===== src/rtl/placement_pkg.sv =====
// Shared constants and FSM encoding for the placement wirelength scorer.
package placement_pkg;

   localparam int DATA_W     = 32;
   localparam int N0_DEF     = 4;
   localparam int N_EDGE_DEF = 15;

   // Coordinate value that marks a node as not yet placed.
   localparam logic signed [DATA_W-1:0] UNPLACED = '1;

   typedef enum logic [2:0] {
      IDLE = 3'd0,
      EDGE = 3'd1,
      POSA = 3'd2,
      POSB = 3'd3,
      ACC  = 3'd4,
      DONE = 3'd5
   } state_e;

endpackage


===== src/rtl/manhattan_len.sv =====
// Per-edge wirelength |dx| + |dy| - 1, with same-cell and unplaced-endpoint flags.
module manhattan_len
   import placement_pkg::*;
#(
   parameter int DATA_W = placement_pkg::DATA_W
) (
   input  logic signed [DATA_W-1:0] ax_i,
   input  logic signed [DATA_W-1:0] ay_i,
   input  logic signed [DATA_W-1:0] bx_i,
   input  logic signed [DATA_W-1:0] by_i,
   output logic signed [DATA_W-1:0] len_o,
   output logic                     zero_o,
   output logic                     unplaced_o
);

   localparam logic signed [DATA_W-1:0] UNPL = DATA_W'(UNPLACED);
   localparam logic signed [DATA_W-1:0] ONE  = DATA_W'(1);

   logic signed [DATA_W-1:0] dx;
   logic signed [DATA_W-1:0] dy;
   logic signed [DATA_W-1:0] adx;
   logic signed [DATA_W-1:0] ady;

   always_comb begin
      dx         = ax_i - bx_i;
      dy         = ay_i - by_i;
      adx        = dx[DATA_W-1] ? -dx : dx;
      ady        = dy[DATA_W-1] ? -dy : dy;
      len_o      = adx + ady - ONE;
      zero_o     = (dx == '0) && (dy == '0);
      unplaced_o = (ax_i == UNPL) || (ay_i == UNPL) ||
                   (bx_i == UNPL) || (by_i == UNPL);
   end

endmodule


===== src/rtl/placement_eval.sv =====
// Walks the edge list of a finished placement and reports total/max wirelength and error flags.
// Build option PLACEMENT_EVAL_BOUNDS_EN adds bounds_err for coordinates outside the grid.
//
//   state | meaning
//   IDLE  | waiting for start; results held
//   EDGE  | read e_a[i], e_b[i]
//   POSA  | node ids back; read position of endpoint a
//   POSB  | a position back; read position of endpoint b
//   ACC   | b position back; score edge, advance i
//   DONE  | one-cycle done pulse
module placement_eval
   import placement_pkg::*;
#(
   parameter int N0     = N0_DEF,
   parameter int N_EDGE = N_EDGE_DEF,
   parameter int ADDR_W = 32,
   parameter int DATA_W = placement_pkg::DATA_W
) (
   input  logic                     clk,
   input  logic                     reset,
   input  logic                     start,
   output logic                     busy,
   output logic                     done,
   output logic                     ea_re,
   output logic                     eb_re,
   output logic [ADDR_W-1:0]        ea_addr,
   output logic [ADDR_W-1:0]        eb_addr,
   input  logic signed [DATA_W-1:0] ea_data,
   input  logic signed [DATA_W-1:0] eb_data,
   output logic                     px_re,
   output logic                     py_re,
   output logic [ADDR_W-1:0]        px_addr,
   output logic [ADDR_W-1:0]        py_addr,
   input  logic signed [DATA_W-1:0] px_data,
   input  logic signed [DATA_W-1:0] py_data,
   output logic signed [DATA_W-1:0] cost,
   output logic signed [DATA_W-1:0] max_len,
   output logic                     unplaced_err,
   output logic                     overlap_err
`ifdef PLACEMENT_EVAL_BOUNDS_EN
   ,
   output logic                     bounds_err
`endif
);

   localparam logic [ADDR_W-1:0] I_LAST = ADDR_W'(N_EDGE - 1);
   localparam logic [ADDR_W-1:0] I_ONE  = ADDR_W'(1);

   if (N_EDGE < 1) begin : g_bad_n_edge
      $error("placement_eval: N_EDGE must be at least 1");
   end
   if ((N0 < 1) || (N0 > 64)) begin : g_bad_n0
      $error("placement_eval: N0 must be in 1..64");
   end

   state_e                   state_q, state_d;
   logic [ADDR_W-1:0]        i_q;
   logic [ADDR_W-1:0]        e_addr_q;
   logic [ADDR_W-1:0]        p_addr_q;
   logic signed [DATA_W-1:0] ax_q, ay_q;
   logic signed [DATA_W-1:0] cost_q, max_q;
   logic                     unpl_q, ovl_q;

   logic signed [DATA_W-1:0] m_len;
   logic                     m_zero;
   logic                     m_unpl;
   logic                     oob;

   // b's position arrives during ACC, straight off the read ports.
   manhattan_len #(
      .DATA_W (DATA_W)
   ) u_len (
      .ax_i       (ax_q),
      .ay_i       (ay_q),
      .bx_i       (px_data),
      .by_i       (py_data),
      .len_o      (m_len),
      .zero_o     (m_zero),
      .unplaced_o (m_unpl)
   );

`ifdef PLACEMENT_EVAL_BOUNDS_EN
   localparam logic signed [DATA_W-1:0] COORD_MAX = DATA_W'(N0 - 1);
   localparam logic signed [DATA_W-1:0] UNPL      = DATA_W'(UNPLACED);

   logic bnd_q;

   function automatic logic coord_oob(input logic signed [DATA_W-1:0] c);
      return (c != UNPL) && (c[DATA_W-1] || (c > COORD_MAX));
   endfunction

   assign oob        = coord_oob(ax_q) | coord_oob(ay_q) |
                       coord_oob(px_data) | coord_oob(py_data);
   assign bounds_err = bnd_q;
`else
   assign oob = 1'b0;
`endif

   always_comb begin
      state_d = state_q;
      case (state_q)
         IDLE:    if (start) state_d = EDGE;
         EDGE:    state_d = POSA;
         POSA:    state_d = POSB;
         POSB:    state_d = ACC;
         ACC:     state_d = (i_q == I_LAST) ? DONE : EDGE;
         DONE:    state_d = IDLE;
         default: state_d = IDLE;
      endcase
   end

   always_ff @(posedge clk) begin
      if (!reset) begin
         state_q  <= IDLE;
         i_q      <= '0;
         e_addr_q <= '0;
         p_addr_q <= '0;
         ax_q     <= '0;
         ay_q     <= '0;
         cost_q   <= '0;
         max_q    <= '0;
         unpl_q   <= 1'b0;
         ovl_q    <= 1'b0;
`ifdef PLACEMENT_EVAL_BOUNDS_EN
         bnd_q    <= 1'b0;
`endif
      end else begin
         state_q <= state_d;
         case (state_q)
            IDLE: begin
               if (start) begin
                  i_q    <= '0;
                  cost_q <= '0;
                  max_q  <= '0;
                  unpl_q <= 1'b0;
                  ovl_q  <= 1'b0;
`ifdef PLACEMENT_EVAL_BOUNDS_EN
                  bnd_q  <= 1'b0;
`endif
               end
            end
            EDGE: e_addr_q <= i_q;
            // The b address is captured here so POSB can drive it from a register.
            POSA: p_addr_q <= ADDR_W'(eb_data);
            POSB: begin
               ax_q <= px_data;
               ay_q <= py_data;
            end
            ACC: begin
               i_q <= i_q + I_ONE;
`ifdef PLACEMENT_EVAL_BOUNDS_EN
               if (oob) bnd_q <= 1'b1;
`endif
               if (m_unpl) begin
                  unpl_q <= 1'b1;
               end else if (m_zero) begin
                  ovl_q <= 1'b1;
               end else if (!oob) begin
                  cost_q <= cost_q + m_len;
                  if (m_len > max_q) max_q <= m_len;
               end
            end
            default: ;
         endcase
      end
   end

   // Addresses are live only in their issuing state and otherwise hold the last issued value.
   always_comb begin
      ea_re   = (state_q == EDGE);
      eb_re   = (state_q == EDGE);
      ea_addr = (state_q == EDGE) ? i_q : e_addr_q;
      eb_addr = ea_addr;
      px_re   = (state_q == POSA) || (state_q == POSB);
      py_re   = px_re;
      px_addr = (state_q == POSA) ? ADDR_W'(ea_data) : p_addr_q;
      py_addr = px_addr;
   end

   assign busy         = (state_q == EDGE) || (state_q == POSA) ||
                         (state_q == POSB) || (state_q == ACC);
   assign done         = (state_q == DONE);
   assign cost         = cost_q;
   assign max_len      = max_q;
   assign unplaced_err = unpl_q;
   assign overlap_err  = ovl_q;

endmodule


===== config.mk =====
export PLATFORM = sky130hd
export DESIGN_NAME = placement_eval
export DESIGN_NICKNAME = d
export VERILOG_FILES = /design/src/rtl/placement_pkg.sv /design/src/rtl/manhattan_len.sv /design/src/rtl/placement_eval.sv
export SDC_FILE = /design/constraint.sdc
export NUM_CORES = 1
export LEC_CHECK = 0
export ABC_AREA = 1
export BUFFER_PORTS_ARGS = -buffer_cell sky130_fd_sc_hd__buf_4
export CAP_MARGIN = 40
export CORE_ASPECT_RATIO = 1.25
export CORE_UTILIZATION = 53
export DETAILED_ROUTE_END_ITERATION = 16
export PLACE_DENSITY_LB_ADDON = 0.1
export SLEW_MARGIN = 5
export SYNTH_ARGS = -nofsm -noshare
export SYNTH_HDL_FRONTEND = slang
export SYNTH_SLANG_ARGS = --single-unit

===== constraint.sdc =====
create_clock -name clk -period 6.9 [get_ports clk]
set_input_delay 1.38 -clock clk [delete_from_list [all_inputs] [get_ports clk]]
set_output_delay 1.38 -clock clk [all_outputs]
set_load 0.05 [all_outputs]

[After elaboration in Yosys (flattened, before gate mapping)]
Cells that the tools add are included.
Word-level totals
  register bits after elaboration: 229
  input port bits: 131
  output and inout bits: 200
  logic and storage cells: 74
Cells by class
  $add $sub $neg: 8
  order comparisons: 1
  eq/ne operators: 16
  mux-type cells: 22
  reductions and logical operators: 17
Operators by type and width (number)
  $mux 32: 10
  $pmux 32 s2: 3
  $eq 32x1->1 const B: 4
  $add 32x32->32: 2
  $logic_not 32->1: 2
  $neg 32->32: 2
  $sub 32x32->32: 2
  $add 32x1->32 const B: 1
  $eq 32x4->1 const B: 1
  $gt 32x32->1: 1
  $sub 32x2->32 const B: 1
  $pmux 3 s5: 1
  $ne 2x2->1 const B: 6
  $reduce_and 4->1: 2
  $logic_or 1x1->1: 7
  $eq 3x2->1 const B: 2
  $eq 3x3->1 const B: 2
  $mux 3: 2
  $reduce_and 5->1: 1
  $mux 1: 4
  $pmux 1 s2: 2
  $eq 3x1->1 const B: 1
  $logic_not 3->1: 1
  $reduce_and 3->1: 1
  other kinds (3): 3

[Longest topological paths before layout]
  word-level depth: 10
  gate-level depth with buffers: 51
  gate-level depth less buffers: 49

[Hierarchy]
From an unflattened synthesis, not the netlist that was laid out.
Second synthesis, totals
  cell total of the unflattened synthesis: 3796
  area total of the unflattened synthesis: 22666.7 µm²
Modules (own cells, without submodules)
  placement_eval: instances 1, cells an instance 1867, area each 12863.6 µm², seq. area each 4584.4 µm²
  manhattan_len: instances 1, cells an instance 1929, area each 9803.2 µm², seq. area each 0.0 µm²

[Least setup slack after synthesis]
OpenSTA, ideal clock, no wires.
  kind: input to register
  start: in px_data[0]
  end: reg max_q[10], in the netlist max_len[10]
  library setup time: 0.132 ns
  data arrival time: 7.162 ns
  required time: 6.768 ns
  slack: -0.394 ns
  cell stages on the path: 46
  path buffers: 1
  path through: ha_1 -> inv_1 -> fa_1 -> inv_1 -> ha_1 -> nand2_1 -> nor2_1 -> inv_1 -> nor3b_2 -> nand2_1 -> nor2_2 -> nand3_2 -> nor2_2 -> nand3_2 -> nor3_2 -> nand2_1 -> nor2_1 -> nor2_1 -> (+10 left out) -> a21oi_1 -> inv_1 -> nand3_1 -> nand2_1 -> ha_1 -> nand2_1 -> nor2_1 -> nand4_1 -> nor4_1 -> nand2_1 -> nand2_1 -> xnor2_1 -> nand2_1 -> o21ai_0 -> nand3_1 -> buf_2 -> nand2_1 -> a21oi_1
Between the ends
  word-level cells in the longest chain between the ends: 9
  elaborated cells on any way between the ends: 19
  those cells by class: 4 x add/sub; 1 x order compare; 4 x eq/ne; 5 x mux; 5 x reduce/logical
Ends and longest elaborated chain
  from (decl): line placement_eval.sv:34  | input logic signed [DATA_W-1:0] px_data,
  parallel branches: the longest is 9 deep, another holds $sub 32x32->32
  to (signal assigned): line placement_eval.sv:160  | if (m_len > max_q) max_q <= m_len;
  to (decl): line placement_eval.sv:61  | logic signed [DATA_W-1:0] cost_q, max_q;
Parallel ways; which one is timed is not known. The select of a mux whose other input is x is not followed.
A chain may end at the register's enable or synchronous reset.

[Worst setup path in the final report]
  start: in px_data[0]
  end: reg max_q[25], in the netlist max_len[25]
Same word-level chain as after synthesis.

==> impl_metrics.env <==
export IMPL_dieWidth_um=180
export IMPL_synth_top_area_share_pct=21.7
export IMPL_dr_wl_met2_mm=37.6
export IMPL_slew_headroom_pct=37.8
export IMPL_finalHoldViolCount=0
export IMPL_antenna_cells=0
export IMPL_yosysUniqueCellTypes=60
export IMPL_max_cap_violations=0
export IMPL_grt_ovfl_total=0
export IMPL_vias_per_cell=5.26
export IMPL_dominantRegCellSynth="dfxtp_1"
export IMPL_drc_errors=0
export IMPL_via_count=25500
export IMPL_first_pass_iters=5
export IMPL_first_global_vias=24800
export IMPL_synth_area_leader_cell="dfxtp_1"
export IMPL_violations="setup timing"
export IMPL_reg2reg_from="ax_q[0]$_SDFFE_PN0P_"
export IMPL_synth_common_cells="919 x nand2_1, 570 x inv_1, 330 x a21oi_1"
export IMPL_slew_viol_final=0
export IMPL_yosysMostFrequentCell="nand2_1"
export IMPL_cts_tree="built"
export IMPL_clk_latency_ps=590
export IMPL_run_status="complete, but fails checks"
export IMPL_multi_input_area_mm2=0.0150
export IMPL_grt_max_degree=86
export IMPL_ir_drop_v=0.000336
export IMPL_nFillCells=2907
export IMPL_nNetsFinal=4655
export IMPL_final_setup_viol_count=35
export IMPL_worst_slew_pin_slew_ps=933
export IMPL_top_layer="met4"
export IMPL_min_period_ps=7560
export IMPL_worst_slack_ps=-655
export IMPL_critPathMaxFanout=10
export IMPL_antenna_found_initial=0
export IMPL_hp_class="reg2reg"
export IMPL_rsz0062_at_grt="yes"
export IMPL_seqCellArea_mm2=0.00458
export IMPL_cp_arrival_ps=8040
export IMPL_crit_type="in2reg"
export IMPL_critPathMaxStageDelay_ps=410
export IMPL_clockBufferDepth=3
export IMPL_dp_hpwl_mm=58.7
export IMPL_synth_area_leaders="dfxtp_1 22%, nand2_1 16%, ha_1 11%"
export IMPL_synth_seq_cells=229
export IMPL_synth_net_count=3739
export IMPL_fin_setup_tns_ps=-20490
export IMPL_start_util_pct=53.8
export IMPL_skew_ps=37.6
export IMPL_die_height_um=225
export IMPL_leakage_nw=16.2
export IMPL_hold_start="p_addr_q[4]$_SDFFE_PN0P_"
export IMPL_pin_count=331
export IMPL_period_share_pct=109
export IMPL_fmax_mhz=132
export IMPL_async_flop_share_pct=0
export IMPL_holdBufCountCts=0
export IMPL_timing_critical_path_mode_cell="nand2_1"
export IMPL_met1_length_mm=28.0
export IMPL_grt_first_pass_wirelength_mm=117
export IMPL_syn_cell_area_mm2=0.0211
export IMPL_port_buffers=330
export IMPL_cp_end_kind="flip-flop"
export IMPL_die_area_mm2=0.0406
export IMPL_core_mm2=0.0392
export IMPL_cp_startpoint="px_data[0]"
export IMPL_drive_gt1_share_pct=33.7
export IMPL_postRouteAntennaNets=0
export IMPL_cts_clk_slew_worst_paths_ps=60
export IMPL_cts_root_buf="clkbuf_16"
export IMPL_gp_congestion=0.936
export IMPL_power_per_cell_area_mw_per_mm2=508
export IMPL_grt_usage_pct=35.1
export IMPL_worstPathRequired_ps=7380
export IMPL_synthCells=3414
export IMPL_synth_seq_area_share_pct=21.7
export IMPL_htree_levels=1
export IMPL_dr_wl_met3_mm=4.06
export IMPL_cp_start_kind="primary input"
export IMPL_synth_edf_count=0
export IMPL_rows=81
export IMPL_drt_iter0_markers=1236
export IMPL_cts_buffers=26
export IMPL_routedWlPerCell_um=15.4
export IMPL_wl_mm=74.8
export IMPL_fin_area_mm2=0.0313
export IMPL_finish_utilization_pct=79.7
export IMPL_syn_area_per_cell_um2=6.18
export IMPL_area_growth_pct=48.3
export IMPL_clock_sinks=229
export IMPL_critPathSlowestCell="fa_2"
export IMPL_yosys_warnings=0
export IMPL_post_dp_cell_area_mm2=0.0285
-- cells in the final DEF (no fill, tap or decap), types with 14 or more instances in the layout --
master	n
inv_2	35
nor2_1	210
xor2_1	68
nor2_2	43
nand2_1	857
nor4_1	27
nor3_2	14
o21ai_0	126
xnor2_1	26
nand4_1	66
inv_1	542
dfxtp_1	229
a21oi_1	292
a21oi_2	40
ha_4	39
ha_1	151
nand3_2	21
clkbuf_16	28
nor3_1	33
nand2_2	67
nand3_1	112
o21ai_1	15
or2_2	35
nand3b_1	15
a211oi_1	46
buf_4	1015
-- final timing paths --
| kind | end | slack [ps] | cells past startpoint |
|---|---|---|---|
| worst min-delay path | p_addr_q[4]$_SDFFE_PN0P_ | 470 | 2 |
| worst max-delay path | max_len[25]$_SDFFE_PN0P_ | -660 | 51 |
| worst max register to register | max_len[25]$_SDFFE_PN0P_ | -230 | 51 |
| worst min register to register | p_addr_q[4]$_SDFFE_PN0P_ | 470 | 2 |
-- flip-flops by register name, indices dropped and copies added (netlist names) --
signal and count:
e_addr_q 32, cost 32, p_addr_q 32, ax_q 32, max_len 32, state_q 3, unplaced_err 1, i_q 32
overlap_err 1, ay_q 32
-- power by group --
group | switching (mW) | internal [mW] | leakage, nW | total [mW]
clock | 0.605 | 0.909 | 0.457 | 1.51
sequential | 0.0686 | 1.43 | 1.86 | 1.49
combinational | 6.79 | 6.09 | 13.9 | 12.9
-- routing by layer --
| layer | track usage (%) | vias up |
|---|---|---|
| li1 | - | 12800 |
| met4 | 22.5 | 0 |
| met1 | 36.5 | 11700 |
| met3 | 5.09 | 264 |
| met5 | 0 | - |
| met2 | 65.9 | 792 |
-- area by class of cell --
class | instances | share of cell area (%)
timing repair buffer | 1034 | 25.3
sequential | 229 | 14.7
multi-input combinational | 2455 | 48.0
clock buffer | 34 | 2.37
inverter | 584 | 7.05
clock inverter | 12 | 0.612
tap | 498 | 1.99
-- critical path, delay by kind of cell --
kind / cells / cell delay (ps)
AOI/OAI and AO/OA: 7 / 950
and+or+nand+nor: 21 / 2100
adders and majority gates: 6 / 1510
xor gates and xnor gates: 3 / 490
buffers and inverters: 14 / 1540
-- logic make-up after synthesis --
| kind of cell | share of synthesized area, % |
|---|---|
| XOR/XNOR | 4.49 |
| adder cells (fa/ha/maj) | 11.7 |
| flip-flops | 21.7 |
| buffers and inverters | 14.4 |
| AO/OA/AOI/OAI | 16.1 |
| AND/OR/NAND/NOR | 31.6 |
-- metrics by stage --
stage          hold WS, ps  worst slack, ps  total power, mW  instances
2_1_floorplan          439             -235             7.45       3414
3_3_place_gp           451            -1040             12.1       4737
3_5_place_dp           460            -1200             12.4       4743
4_1_cts                469             -346             14.5       4819
5_1_grt                485            -1000             17.1       4846
6_report               468             -655             15.9       4846
-- repair_timing --
action / CTS / global route
cloned: 1 / 3
pin swaps: 49 / 62
buffers inserted: 29 / 26
setup endpoints to repair: 48 / 51
resized for setup: 111 / 210
No activity file was read; power rests on OpenSTA's default activity.
